<file path="config.mk">
export PLATFORM = sky130hd
export DESIGN_NAME = arb_mux_flat
export DESIGN_NICKNAME = d
export VERILOG_FILES = /design/src/rtl/arb_mux_if.sv /design/src/rtl/arb_mux.sv /design/src/flat_wrapper.sv
export SDC_FILE = /design/constraint.sdc
export NUM_CORES = 1
export LEC_CHECK = 0
export BUFFER_PORTS_ARGS = -buffer_cell sky130_fd_sc_hd__buf_2
export CAP_MARGIN = 25
export CORE_AREA = 2 2 121 123
export DETAILED_ROUTE_END_ITERATION = 10
export DIE_AREA = 0 0 123 125
export GPL_TIMING_DRIVEN = 0
export HOLD_SLACK_MARGIN = 0.03
export PLACE_DENSITY = 0.78
export SYNTH_ARGS = -nofsm -noshare
export SYNTH_HDL_FRONTEND = slang
export SYNTH_SLANG_ARGS = --single-unit
export TNS_END_PERCENT = 100
</file>
<file path="constraint.sdc">
create_clock -name clk -period 10.1 [get_ports clk]
set_clock_uncertainty 0.05 [all_clocks]
set_input_delay 2.02 -clock clk [delete_from_list [all_inputs] [get_ports clk]]
set_output_delay 2.02 -clock clk [all_outputs]
set_load 0.01 [all_outputs]
</file>
<file path="src/rtl/arb_mux_if.sv">
// Handshake bundle for arb_mux: N valid/ready/data producers sharing one
// valid/ready consumer, plus the index of the winning producer.
interface arb_mux_if #(
    parameter int WIDTH = 32,
    parameter int N     = 8,
    parameter int SW    = $clog2(N)
);
    logic [N*WIDTH-1:0] in_data;
    logic [N-1:0]       in_valid;
    logic [N-1:0]       in_ready;
    logic [WIDTH-1:0]   out_data;
    logic [SW-1:0]      out_sel;
    logic               out_valid;
    logic               out_ready;

    // Environment side: drives producers and the consumer's ready
    modport master (
        output in_data, in_valid, out_ready,
        input  in_ready, out_data, out_sel, out_valid
    );

    // Arbiter side
    modport slave (
        input  in_data, in_valid, out_ready,
        output in_ready, out_data, out_sel, out_valid
    );
endinterface

</file>
<file path="src/rtl/arb_mux.sv">
// N-input arbitrating multiplexer with a one-entry registered output stage.
// MODE 0 is fixed priority (lowest index wins), MODE 1 is round-robin.
module arb_mux #(
    parameter int WIDTH = 32,
    parameter int N     = 8,
    parameter int MODE  = 1,
    parameter int SW    = $clog2(N)
) (
    input  logic      clk,
    input  logic      rst,
    arb_mux_if.slave  bus
);

    logic [SW-1:0]    ptr_r;
    logic [WIDTH-1:0] out_data_r;
    logic [SW-1:0]    out_sel_r;
    logic             out_valid_r;

    logic             load_s;
    logic [N-1:0]     req_s;
    logic [N-1:0]     grant_s;
    logic [SW-1:0]    gidx_s;
    logic             found_s;
    logic [WIDTH-1:0] gdata_s;
    logic [SW-1:0]    ptr_next_s;
    logic [SW-1:0]    cand_s;
    int               pos_s;

    // The output register can take a new item when empty or being drained now
    assign load_s  = ~out_valid_r | bus.out_ready;
    assign req_s   = rst ? '0 : (bus.in_valid & {N{load_s}});

    // Priority search starting at ptr (RR) or index 0 (fixed); wraps modulo N
    always_comb begin
        grant_s = '0;
        gidx_s  = '0;
        found_s = 1'b0;
        pos_s   = 0;
        cand_s  = '0;
        for (int k = 0; k < N; k++) begin
            if (MODE == 1) begin
                pos_s = int'(ptr_r) + k;
            end else begin
                pos_s = k;
            end
            if (pos_s >= N) begin
                pos_s = pos_s - N;
            end else begin
                pos_s = pos_s;
            end
            cand_s = SW'(pos_s);
            if (!found_s && req_s[cand_s]) begin
                grant_s[cand_s] = 1'b1;
                gidx_s          = cand_s;
                found_s         = 1'b1;
            end else begin
                found_s = found_s;
            end
        end
    end

    // One-hot AND-OR data select driven by the grant vector
    always_comb begin
        gdata_s = '0;
        for (int j = 0; j < N; j++) begin
            if (grant_s[j]) begin
                gdata_s = bus.in_data[j*WIDTH +: WIDTH];
            end else begin
                gdata_s = gdata_s;
            end
        end
    end

    // Next round-robin pointer: one past the winner, wrapping at N-1
    always_comb begin
        if (gidx_s == SW'(N - 1)) begin
            ptr_next_s = '0;
        end else begin
            ptr_next_s = gidx_s + 1'b1;
        end
    end

    // Output register and round-robin pointer update
    always_ff @(posedge clk) begin
        if (rst) begin
            out_valid_r <= 1'b0;
            out_data_r  <= '0;
            out_sel_r   <= '0;
            ptr_r       <= '0;
        end else if (found_s) begin
            out_valid_r <= 1'b1;
            out_data_r  <= gdata_s;
            out_sel_r   <= gidx_s;
            if (MODE == 1) begin
                ptr_r <= ptr_next_s;
            end
        end else if (bus.out_ready) begin
            out_valid_r <= 1'b0;
        end
    end

    assign bus.in_ready  = grant_s;
    assign bus.out_data  = out_data_r;
    assign bus.out_sel   = out_sel_r;
    assign bus.out_valid = out_valid_r;

endmodule

</file>
<file path="src/flat_wrapper.sv">
// flat-port wrapper written by rule: the top's interface ports become plain ports
module arb_mux_flat 
#(
    parameter int WIDTH = 32,
    parameter int N     = 8,
    parameter int MODE  = 1,
    parameter int SW    = $clog2(N)
)
  (clk, rst, bus_in_data, bus_in_valid, bus_out_ready, bus_in_ready, bus_out_data, bus_out_sel, bus_out_valid);
  arb_mux_if #(.WIDTH(WIDTH), .N(N), .SW(SW)) bus_i ();
  input  logic clk;
  input  logic rst;
  input wire logic [$bits(bus_i.in_data)-1:0] bus_in_data;
  input wire logic [$bits(bus_i.in_valid)-1:0] bus_in_valid;
  input wire logic [$bits(bus_i.out_ready)-1:0] bus_out_ready;
  output wire logic [$bits(bus_i.in_ready)-1:0] bus_in_ready;
  output wire logic [$bits(bus_i.out_data)-1:0] bus_out_data;
  output wire logic [$bits(bus_i.out_sel)-1:0] bus_out_sel;
  output wire logic [$bits(bus_i.out_valid)-1:0] bus_out_valid;
  assign bus_i.in_data = bus_in_data;
  assign bus_i.in_valid = bus_in_valid;
  assign bus_i.out_ready = bus_out_ready;
  assign bus_in_ready = bus_i.in_ready;
  assign bus_out_data = bus_i.out_data;
  assign bus_out_sel = bus_i.out_sel;
  assign bus_out_valid = bus_i.out_valid;
  arb_mux #(.WIDTH(WIDTH), .N(N), .MODE(MODE), .SW(SW)) u_core (.clk(clk), .rst(rst), .bus(bus_i));
endmodule
</file>
==> results.md, run 1 <==
Floorplanning:
- Measured along the x axis, the die boundary spans 123 µm.
- The die is 125 µm tall.
- The core area is roughly 14000 µm².
- The area of the die is about 15000 µm².
- The I/O pin total is 311.
- The floorplan has 44 rows.
- For this configuration, the core starts out at a cell density of 0.346.

CTS:
- The CTS buffer count is 5.
- Once the clock tree was built, the setup fixing pass inserted 0 buffers.
- The maximum level of the CTS H-tree is 2.
- Post-CTS repair changed the size of 0 cells.
- Clock-pin slew was measured on the worst setup and hold paths at about 0.060 ns.
- The number of hold buffers added after CTS is 0.
- The clock root buffer is clkbuf_16.
- Counting along the longest clock path gives a buffer depth of 2.
- The clock sink count is 39.
- TritonCTS built the clock tree.
- Clock latency on the worst-skew pair, taken at its later pin, is approximately 0.3 ns.

Layout:
- The fraction of final layout cells sized beyond drive strength 1 is 0.465.
- The number of nets at the end of the flow is 1184.
- Once layout is complete, the cells apart from fillers number roughly 1100.
- Relative to the synthesized area, the layout overhead comes to 39.4%.

Yosys:
- The synthesized netlist net count is between 800 and 900.
- The unique cell type count in the Yosys netlist is 80.
- The most used flip-flop cell after synthesis is dfxtp_1.
- The count of state elements after synthesis is 39.
- Each instance of the synthesized netlist takes up on average just over 8 µm².
- After synthesis, the share of flip-flops with an asynchronous set or reset is 0.
- In this run the cell area of the synthesized design comes to about 5000 µm².
- The cell count after synthesis is just under 600.
- Yosys mapped a number of flops with a built-in enable equal to 0.
- The yosys synthesis warning count is 0.
- The register area share after synthesis is 0.159.

Setup path:
- The signal on the critical path passes through buf_2 -> nor2b_1 -> buf_4 -> nor3_1 -> a22oi_1 -> and2_0 -> clkbuf_1 -> nand4_1 -> o311ai_1 -> buf_2 -> clkbuf_1 -> buf_2.
- The category of the critical setup timing path is input port to output port.
- The worst setup path is captured at an output port.
- At the worst endpoint, the required time is 8.03 ns.
- For this run, the slowest stage of the critical path takes about 0.61 ns.
- The kind of cell with the highest combined delay along the critical path is buffers and inverters.
- STA classifies the critical path startpoint as an input port.
- The standard cell with the maximum stage delay on the critical path is o311ai_1.
- By instance count, the cell type seen most on the critical path is buf_2.
- Data on the critical path arrives at its endpoint at between 5 and 6 ns.
- Along the worst path, the maximum fanout reaches 10.
- The number of buffers and inverters on the critical path is 6.

Routing:
- Once detail routing completed, the nets flagged for antenna violations numbered 0.
- The first detailed-routing pass ran for 5 iterations.
- In the routed layout, each cell is associated on average with a via count of 6.29.
- In the routed design, unresolved DRC markers number 0.
- The total via count after detailed routing is slightly below 7000.
- The wire length per cell is between 20 and 25 µm.
- The detailed router finished its first iteration with 634 violations.
- After detailed routing, the total wire length is 26100 µm.

Placement:
- At the end of routability-driven placement, the weighted congestion stood at about 1.1.
- The number of instances in the placed design is around 1100.
- The detailed placer's ending HPWL is about 21000 µm.
- The number of port buffers is just over 300.

STA:
- Setup repair after global routing left no endpoint under its margin.
- The final-report hold violation count is 0.
- The routed design could run at a clock period as short as between 7 and 8 ns.
- The max-slew violation count was 0.
- Setup violations remaining at the end of the flow were counted as 0.
- The maximum clock frequency is 0.131 GHz.
- The slew at the pin closest to its max-slew limit is around 1.1 ns.
- The final-layout setup total negative slack is 0 ns.
- The final cycle utilization of the critical path is 0.757.
- The worst pin sits at a relative slew slack of 0.238.

Job:
- The max-capacitance violation count is 0.

Global route:
- The first global-routing pass estimated roughly 39000 µm of wire.
- For this run, global-route usage on met1 was measured as 0.398.
- The routing usage on met2 is 0.550.
- The total routing resource utilization after global routing is 0.327.
- The number of global-route vias before repair is about 6600.
- Summed over all layers, the global routing overflow is 0.
- The initial antenna violation count is 4.
- For this run, global-route usage on met3 was measured as 0.0351.
- The maximum number of pins on one net before global-route repair is 14.
- The global routing stage identified its most utilized layer as met2.

Pwr:
- The leakage power total is ~0.003 µW.
- The power density of the placed cells is 396 nW/µm².
- The total power consumption of the routed design is roughly 2700 µW.
- Across the VDD grid, the largest voltage drop is around 0.19 mV.

Hold path:
- The min-delay analysis places its worst path in the category flop to flop.

Run status:
- The flow ran to the end, and the final reports show no timing, DRC or antenna violations.
## per-layer routing
| metal | part of all wire | wire length, µm | vias to the layer above |
|---|---|---|---|
| met3 | 0.075 | 1950 | 71 |
| li1 | - | - | 3102 |
| met4 | 0.066 | 1730 | 0 |
| met5 | 0 | 0 | - |
| met2 | 0.48 | 12600 | 459 |
| met1 | 0.37 | 9750 | 3276 |
## synth_stat cells, drive strengths merged (2+ instances only)
cell      n  area [µm²]
a2111oi   3        26.3
a211oi    7        57.6
a21oi    15        75.1
a221oi   64         561
a22o      3        36.3
a22oi     6        45.0
a2bb2oi   2        23.8
a31oi     2        12.5
a32oi     2        17.5
and2      4        25.0
and3      4        25.0
buf      41         262
clkbuf   21        78.8
dfxtp    39         781
ha        8         100
inv      14        52.6
mux2      4        45.0
mux2i    14         156
mux4      5         113
nand2    28         108
nand2b    8        50.1
nand3    18         103
nand3b    7        77.6
nand4     5        31.3
nor2     59         221
nor2b     3        18.8
nor3     10        71.3
nor4     10        68.8
o21a      4        30.0
o21ai    15        75.1
o221ai   34         298
o22ai    38         238
o311ai    2        25.0
o31ai     2        20.0
o32ai    34         523
or2       4        25.0
or3      32         200
or4       2        18.8
xnor2     2        36.3
xor2      2        25.0
## worst min-delay path, delay by kind of cell, from the launching register on
family | cells | cell delay (ns)
flops | 1 | 0.31
simple gates | 1 | 0.05
compound gates | 1 | 0.05
## final cells by class
type / instances / area, µm²
flip-flops and latches: 39 / 781
repair buffers: 310 / 1550
plain buffers: 62 / 340
fillers: 1480 / 7360
clock inverters: 3 / 20.0
inverters: 15 / 56.3
well taps: 184 / 230
clock buffers: 5 / 125
diodes: 4 / 10.0
multi-input cells: 476 / 3730
## final timing paths
path	startpoint	endpoint	slack (ns)	depth (start not counted)
setup / recovery	bus_out_ready	bus_in_ready[1]	2.46	12
hold / removal	u_core.bus.out_sel[0]$_SDFFE_PP0P_	u_core.bus.out_sel[0]$_SDFFE_PP0P_	0.41	2
setup reg to reg	u_core.ptr_r[1]$_SDFFE_PP0P_	u_core.bus.out_data[8]$_SDFFE_PP0P_	4.61	16
hold reg to reg	u_core.bus.out_sel[0]$_SDFFE_PP0P_	u_core.bus.out_sel[0]$_SDFFE_PP0P_	0.41	2
## power by group
part           switching (µW)  internal [µW]  total (µW)
Clock                    75.2           91.2         166
Sequential               45.1            232         277
Combinational            1380            890        2270
Total                    1500           1210        2710
## cell families after synthesis
logic type | Yosys count | share of synthesized area
AOI/OAI and AO/OA | 243 | 0.439
muxes | 23 | 0.0640
adders and majority gates | 8 | 0.0204
buffers and inverters | 77 | 0.0808
DFF | 39 | 0.159
and+or+nand+nor | 198 | 0.224
xor gates and xnor gates | 4 | 0.0125
## cell usage in the layout, fill, tap and decap left out, types with 7 or more instances in the layout
master    Yosys  routed
nand2_1      27      27
nor3_1        7       7
nor4_1        9       9
mux2i_1      12      12
nand2b_1      8       8
a221oi_1     64      64
o221ai_1     34      34
clkbuf_1     21      21
o22ai_1      38      38
buf_2        23     333
or3_1        32      32
a21oi_1      15      15
dfxtp_1      39      39
o21ai_0      13      13
inv_1        12      12
nand3_1      17      17
ha_1          8       8
buf_4        11      11
o32ai_2      30      30
nor2_1       59      59
## sequential cells by signal (all words and copies together), names as in the netlist
| name | flops |
|---|---|
| u_core.bus.out_data | 32 |
| u_core.bus.out_sel | 3 |
| u_core.bus.out_valid | 1 |
| u_core.ptr_r | 3 |
## metrics by stage
step | cell area (µm²) | util | hold WS, ns | setup WS (ns)
after floorplan | 4910 | - | 0.431 | 3.64
after global placement | 6690 | 0.471 | 0.394 | 2.36
after detailed placement | 6690 | 0.471 | 0.397 | 2.64
after CTS | 6840 | 0.481 | 0.405 | 2.61
after global routing | 6850 | 0.482 | 0.430 | 2.41
final | 6850 | 0.482 | 0.409 | 2.46
No activity file was read; power rests on OpenSTA's default activity.
==> run 2, diff against run 1 <==
ABC_AREA = 1   (was unset)
CORE_AREA = 2 2 122 124   (was 2 2 121 123)
DIE_AREA = 0 0 124 126   (was 0 0 123 125)
PLACE_DENSITY = 0.84   (was 0.78)
clock period = 6.4 ns   (was 10.1 ns; I/O delays follow)
==> run 2 against run 1 <==
  * Register-to-register slack got worse by 2.6 ns
  * Count of clock-buffer cells in the layout is the same
  * Worst setup slack worse by 1.6 ns
  * Clock power grew 74%
  * Critical path type is now flop to output port
==> results.md, run 2 <==
Setup path:
- The endpoint of the lowest-slack register-to-register path is u_core.ptr_r[2]$_SDFFE_PP0P_.
- The signal on the critical path passes through inv_2 -> buf_6 -> clkbuf_1 -> ha_1 -> buf_2 -> inv_1 -> buf_4 -> nand3_2 -> nand2_1 -> nand2_1 -> nand2_2 -> nand2_1 -> nor2_1 -> a21oi_1 -> o211ai_1 -> a21oi_1 -> o211ai_2 -> buf_4 -> buf_2 -> buf_2.
- The category of the critical setup timing path is flop to output port.
- Together, buffers and inverters on the worst path number 9.
- The required time of the critical path is approximately 5.1 ns.
- The delay of the slowest cell on the worst path is between 0.4 and 0.5 ns.
- The cell family contributing the most delay on the critical path is buffers and inverters.
- The worst setup path is captured at an output port.
- The worst setup path is launched from a flop.
- The slowest stage of the critical path belongs to the cell nor2_1.
- The startpoint identified for the worst register-to-register timing path is u_core.ptr_r[0]$_SDFFE_PP0P_.
- In this run the worst path has a maximum fanout of 10.
- The worst register-to-register path has a depth of 20.
- The register-to-register setup slack is ~2.0 ns.
- At the worst endpoint, the arrival time is roughly 4.2 ns.

Yosys:
- The cell count after synthesis came out at 1010.
- The area fraction in and, or, nand and nor cells after synthesis is 0.383.
- The most common cell in the synthesized netlist is nand2_1.
- The fraction of synthesized cell area taken by the top area cell type is 0.215.
- The largest family of logic cells by synthesized area is simple AND/OR/NAND/NOR gates.
- Yosys mapped a number of flops with a built-in enable equal to 0.
- The yosys synthesis warning count is 0.
- The most used flip-flop cell after synthesis is dfxtp_1.
- After synthesis the cells add up to about 5400 µm².
- Ranked by instance count, the synthesized netlist is headed by 294 x nand2_1, 233 x a21oi_1, 125 x inv_1, 73 x nand3_1, 45 x o21ai_0.
- The synthesized netlist net count is about 1300.
- The register area share after synthesis is 0.144.
- The xor and xnor area share after synthesis is 0.
- Of the total synthesized cell area, the portion taken by full adders, half adders and majority gates is 0.0184.
- After synthesis the netlist holds a flip-flop and latch count of 39.
- The share of cell area taken by muxes after synthesis is 0.
- The compound-gate portion of the synthesized area came to 0.286.
- The unique cell type count in the Yosys netlist is 37.
- The biggest area contributor in the post-synthesis netlist is a21oi_1.
- For this run, asynchronously set or reset flops after synthesis account for 0.
- In the post-synthesis netlist, the biggest area contributors are a21oi_1 21%, nand2_1 20%, dfxtp_1 14%.
- The average instance in the mapped netlist occupies about 5.4 µm².

STA:
- The worst path in the final design needs a cycle of approximately 5.5 ns, including I/O delays and setup.
- The final-report hold violation count is 0.
- In this run the tightest slew margin relative to its limit is 0.562.
- Setup repair after global routing left no endpoint under its margin.
- Summed over all failing endpoints, the final setup total negative slack is 0 ns.
- In the finished design, the share of the clock period the worst path needs comes to 0.863.
- The max-slew violation count came to 0.
- The slew at the pin closest to its max-slew limit is roughly 0.66 ns.
- The count of final setup violators is 0.
- Derived from the worst setup path, the maximum achievable clock frequency is 0.181 GHz.

Routing:
- The number of violations reported at the end of detailed-routing iteration 0 is 681.
- The average via count per standard cell is 5.25.
- The total via count after detailed routing is between 7000 and 8000.
- The wire length per cell is roughly 16 µm.
- The residual antenna-violating net count after detailed routing is 0.
- The pre-antenna-repair detailed-routing pass consisted of 6 iterations.
- The routed design has 24800 µm of wire.
- For this run, design rule violations remaining after detail routing come to 0.

Global route:
- The initial antenna violation count came to 3.
- Entering global routing, the biggest net connects 14 pins.
- The number of global-route vias before repair was roughly 7100.
- Global routing finished with a remaining overflow of 0.
- Across every metal layer, demand over resource in global routing totals 0.303.
- The global-route wire length before repair is between 30000 and 40000 µm.

Pwr:
- The power density of the placed cells is 785 nW/µm².
- The worst-case IR drop observed on VDD is roughly 0.38 mV.
- The leakage power total is 0.00429 µW.

CTS:
- The clock-pin slew on the worst setup and hold paths is about 0.060 ns.
- TritonCTS built the clock tree.
- The tree built by TritonCTS fans out to 39 sinks.
- The number of gates given a new drive strength after cts is 0.
- The clock root buffer is clkbuf_16.
- The clock latency reported for the late side of the worst-skew pair is 0.29 ns.
- The maximum level of the CTS H-tree is 2.
- After clock tree synthesis, the flow added hold-fix buffers numbering 0.
- In this run the deepest clock path goes through 2 buffers.
- The post-CTS setup-driven buffer insertion count is 0.
- Buffers inserted during clock tree synthesis total 5.

Layout:
- The final layout contains about 1600 nets.
- The flip-flop count of the largest register after layout is 32.
- The fraction of final layout cells sized beyond drive strength 1 is 0.317.
- Leaving out fill and tap cells, the most frequent cell in the layout is buf_2.
- The top cell types in the final layout, fill and taps aside, are 342 x buf_2, 294 x nand2_1, 233 x a21oi_1.
- The final core utilization is 0.516.
- Compared with the post-synthesis result, the final layout area differs by 36.0%.

Hold path:
- Along the worst hold path, the cell count comes to 2.
- For hold timing, the worst endpoint is u_core.bus.out_sel[2]$_SDFFE_PP0P_.
- The origin of the worst min-delay path is u_core.bus.out_sel[2]$_SDFFE_PP0P_.
- The worst min-delay path category is flop to flop.

Placement:
- The detailed placer's ending HPWL is ~20000 µm.
- Buffers placed on the I/O ports in this run total 309.
- Routability-driven placement finished with a final weighted congestion of between 0.9 and 1.

Floorplanning:
- The I/O pin total is ~310.
- For this configuration, the core starts out at a cell density of 0.379.
- The vertical extent of the die is 126 µm.
- The floorplan has 44 rows.
- The die covers about 16000 µm².
- The die is 124 µm wide.
- The region available for standard cell placement spans about 14000 µm².

Job:
- The max-capacitance violation count is 0.

Run status:
- The run finished with clean final reports.
==> run 2: cell types whose count changed after synthesis, sizes merged, moves of 37 or more <==
cell,change
a21oi,+218
a221oi,-64
inv,+123
nand2,+273
nand3,+71
o22ai,-37
==> run 2: cells by family after synthesis <==
family | after synthesis
buffers and inverters | 204
adder cells (fa/ha/maj) | 8
flip-flops | 39
AO/OA/AOI/OAI | 295
AND/OR/NAND/NOR | 464
==> run 2: layout make-up <==
type / count / area (µm²)
buffer: 67 / 405
sequential: 39 / 781
clock inverter: 3 / 43.8
clock buffer: 5 / 125
inverter: 137 / 514
antenna: 3 / 7.51
timing repair buffer: 309 / 1550
tap: 184 / 230
multi-input combinational: 767 / 3730
fill: 1546 / 6930
==> run 2: metal layers <==
| metal | GRT usage | up-vias | routed length [µm] |
|---|---|---|---|
| met2 | 0.490 | 479 | 11200 |
| met4 | 0.106 | 0 | 765 |
| met5 | 0 | - | 0 |
| met1 | 0.413 | 3496 | 10600 |
| met3 | 0.0380 | 56 | 2320 |
| li1 | - | 3923 | - |
==> run 2: worst max-delay path by stage <==
stage	startpoint	to	slack, ns	depth (start not counted)
after global placement	u_core.ptr_r[0]$_SDFFE_PP0P_	bus_in_ready[6]	1.26	18
after global routing	u_core.ptr_r[0]$_SDFFE_PP0P_	bus_in_ready[6]	0.64	20
final	u_core.ptr_r[0]$_SDFFE_PP0P_	bus_in_ready[6]	0.88	20
after detailed placement	u_core.ptr_r[0]$_SDFFE_PP0P_	bus_in_ready[6]	1.26	18
after floorplan	bus_out_ready	bus_in_ready[7]	1.99	14
after CTS	u_core.ptr_r[0]$_SDFFE_PP0P_	bus_in_ready[6]	0.93	20
==> run 2: per-stage QoR <==
| stage | power [µW] | setup WS [ns] | instance area, µm² | instances | hold WS (ns) |
|---|---|---|---|---|---|
| after detailed placement | 5380 | 1.26 | 7210 | 1503 | 0.413 |
| after floorplan | 3860 | 1.99 | 5430 | 1010 | 0.436 |
| after CTS | 5690 | 0.935 | 7370 | 1511 | 0.432 |
| after global placement | 5340 | 1.26 | 7210 | 1503 | 0.401 |
| after global routing | 6350 | 0.639 | 7380 | 1514 | 0.482 |
| final | 5790 | 0.876 | 7380 | 1514 | 0.433 |
==> run 2: where the power goes <==
group          total (µW)  switching, µW  internal, µW
clock network         289            106           184
logic                5090           3410          1680
registers             417           58.6           358
==> run 2: worst min-delay path, cell delays in order, from the launching register on <==
cell     delay [ns]
dfxtp_1        0.31
nand2_1        0.06
a21oi_1        0.06
==> run 3, diff against run 2 <==
PLACE_DENSITY = 0.81   (was 0.84)
RECOVER_POWER = 50   (was unset)
clock period = 6.1 ns   (was 6.4 ns; I/O delays follow)
==> run 3 against run 2 <==
  * First-iteration DRC count fell by 7.0%
  * Combinational power rose by 4.3%
  * Worst setup slack got worse by 0.29 ns
  * Largest cell class unchanged
  * Via count barely moved
  * Clock power fell by 17%
  * Global-route usage rose by 0.059 points
  * Design area fell by 1.3%
  * Flip-flop and latch count did not move
  * Utilization fell by 0.66 points
  * Critical path depth did not move
  * Die area did not move
  * Final cell count fell by 0.20%
==> results.md, run 3 (synthesis gave the netlist of run 2 again) <==
Run status:
- The run finished with clean final reports.

STA:
- The worst path in the final design needs a cycle of ~5.5 ns, including I/O delays and setup.
- The relative max-transition margin is 0.566.
- For the pin with the worst max-slew slack, the measured transition is around 0.65 ns.
- The final cycle utilization of the critical path is 0.904.
- Setup repair after global routing left no endpoint under its margin.
- The final-report hold violation count was 0.
- For the final routed database, the setup TNS stands at 0 ns.
- The smallest setup slack after layout is approximately 0.6 ns.
- The max-slew violation count was 0.
- Setup violations remaining at the end of the flow were counted as 0.
- The maximum clock frequency is 0.181 GHz.

Pwr:
- The proportion of power drawn by flip-flops and latches is 0.073.
- The switching power is 3730 µW.
- The clock network power share is 0.040.
- The maximum ir drop on the vdd rail is around 0.34 mV.
- The leakage power total is approximately 0.0041 µW.
- In this run the power density over the cells is between 800 and 900 nW/µm².
- The logic gate share of total power is 0.887.
- The internal power of the cells totals between 2000 and 2500 µW.
- Of the total power, the share spent switching nets is 0.622.

Global route:
- Across every metal layer, demand over resource in global routing totals 0.304.
- The number of global-route vias before repair is between 7000 and 8000.
- The global-route wire length before repair is between 30000 and 40000 µm.
- The initial antenna violation count is 2.
- Entering global routing, the biggest net connects 11 pins.
- Summed over all layers, the global routing overflow is 0.

Setup path:
- The arrival time at the worst endpoint is 4.24 ns.
- Together, buffers and inverters on the worst path number 9.
- On the worst path, the slowest cell contributes a delay of roughly 0.48 ns.
- The standard cell with the maximum stage delay on the critical path is nor2_1.
- In this design, the largest share of critical-path delay is due to buffers and inverters.
- STA puts the critical path data required time at 4.83 ns.
- Of all nets on the critical path, the largest fanout is 10.
- The worst setup path is of the flop to output port kind.
- Traced cell by cell, the critical path runs through inv_2 -> buf_6 -> clkbuf_1 -> ha_1 -> buf_2 -> inv_1 -> buf_4 -> nand3_2 -> nand2_1 -> nand2_1 -> nand2_2 -> nand2_1 -> nor2_1 -> a21oi_1 -> o211ai_1 -> a21oi_1 -> o211ai_2 -> buf_4 -> buf_2 -> buf_2.
- The capturing element type of the critical path is an output port.
- The type of element launching the critical path is a flop.

Routing:
- The total via count after detailed routing is just under 8000.
- For this block, the routed nets add up to about 25000 µm of wire.
- The number of design rule violations left after detail routing is 0.
- The number of iterations in the first detailed-routing pass is 6.
- After detailed routing, the number of vias per cell comes to between 5 and 6.
- The wire length per cell is around 16 µm.
- Once detail routing completed, the nets flagged for antenna violations numbered 0.
- For this block, the initial DRC count from the detailed router was 633.

Placement:
- The worst setup timing slack at the placement stage is between 0.9 and 1 ns.
- In this run the tool buffered the top-level ports with about 310 buffer cells.
- Once detailed placement completed, the half-perimeter wirelength came to roughly 20000 µm.
- The routability-driven placement congestion ratio is roughly 1.0.
- The number of instances in the placed design is roughly 1500.

CTS:
- The number of hold buffers added after CTS is 0.
- The maximum level of the CTS H-tree is 2.
- The number of gates given a new drive strength after cts is 0.
- Clock-pin slew was measured on the worst setup and hold paths at approximately 0.050 ns.
- The clock root buffer is clkbuf_16.
- Counting the buffers created by CTS gives 5.
- Counting along the longest clock path gives a buffer depth of 2.
- TritonCTS built the clock tree.
- The clock latency reported for the late side of the worst-skew pair is 0.28 ns.
- The post-CTS setup-driven buffer insertion count is 0.
- The clock sink count is 39.

Floorplanning:
- The floorplan has 44 rows.
- The chip width is 124 µm.
- The die covers 15600 µm².
- For this configuration, the core starts out at a cell density of 0.379.
- In this run the vertical extent of the chip is 126 µm.
- The core area is around 14000 µm².
- The I/O pin total is 311.

Layout:
- Across the whole layout, storage elements account for between 700 and 800 µm².
- The number of fill cells in the layout is 1583.
- The commonest non-fill, non-tap cell in the layout is buf_2.
- The number of nets at the end of the flow is 1601.
- The flip-flop count of the largest register after layout is 32.
- The synthesis-to-layout area growth is 34.2%.
- The library cells used most frequently in the layout, excluding fill and tap cells, are 304 x buf_2, 294 x nand2_1, 233 x a21oi_1.
- The area taken by multi-input logic gates is approximately 3700 µm².
- For this run, the number of standard cells in the final layout without fillers is 1511.
- The fraction of final layout cells sized beyond drive strength 1 is 0.286.

Job:
- The tool flagged a number of max-cap violations equal to 0.

Hold path:
- The tightest min-delay check is of the flop to flop type.
==> run 3: area by class of cell <==
type | instances | area share
timing repair buffer | 309 | 0.206
antenna | 2 | 0.000687
clock buffer | 6 | 0.0177
tap | 184 | 0.0316
inverter | 137 | 0.0706
multi-input combinational | 767 | 0.511
sequential | 39 | 0.107
buffer | 67 | 0.0553
==> run 3: power groups by stage <==
stage / registers, µW / logic, µW / clock network, µW
global placement: 435 / 5160 / 0
CTS: 434 / 5230 / 240
finish: 439 / 5310 / 241
floorplan: 464 / 3590 / 0
detailed placement: 435 / 5210 / 0
global route: 449 / 5890 / 252
==> run 3: worst paths after layout <==
check | from | endpoint | slack [ns] | cells past startpoint
setup / recovery | u_core.ptr_r[0]$_SDFFE_PP0P_ | bus_in_ready[6] | 0.59 | 20
hold / removal | u_core.bus.out_sel[2]$_SDFFE_PP0P_ | u_core.bus.out_sel[2]$_SDFFE_PP0P_ | 0.42 | 2
setup reg to reg | u_core.ptr_r[0]$_SDFFE_PP0P_ | u_core.ptr_r[2]$_SDFFE_PP0P_ | 1.67 | 20
hold reg to reg | u_core.bus.out_sel[2]$_SDFFE_PP0P_ | u_core.bus.out_sel[2]$_SDFFE_PP0P_ | 0.42 | 2
==> run 3: worst reg2reg max path, delay by kind of cell, from the launching register on <==
kind            cells  cell delay (ns)
fa+ha+maj           3             0.82
flops               1             0.37
compound gates      5             0.92
buf+inv             6             1.22
simple gates        6             0.91
==> run 3: routing by layer <==
metal	vias to the layer above	wire length, µm	track usage
met5	-	0	0
met4	0	743	0.110
met3	65	2380	0.0380
met2	452	11200	0.495
met1	3517	10600	0.409
li1	3917	-	-
==> run 3: per-stage QoR <==
step,utilization,hold slack (ns),instance area (µm²),total power (µW)
floorplan,-,0.436,5430,4050
global placement,0.503,0.398,7210,5590
detailed placement,0.503,0.405,7210,5650
CTS,0.512,0.414,7330,5910
global route,0.509,0.430,7290,6590
finish,0.509,0.417,7290,5990
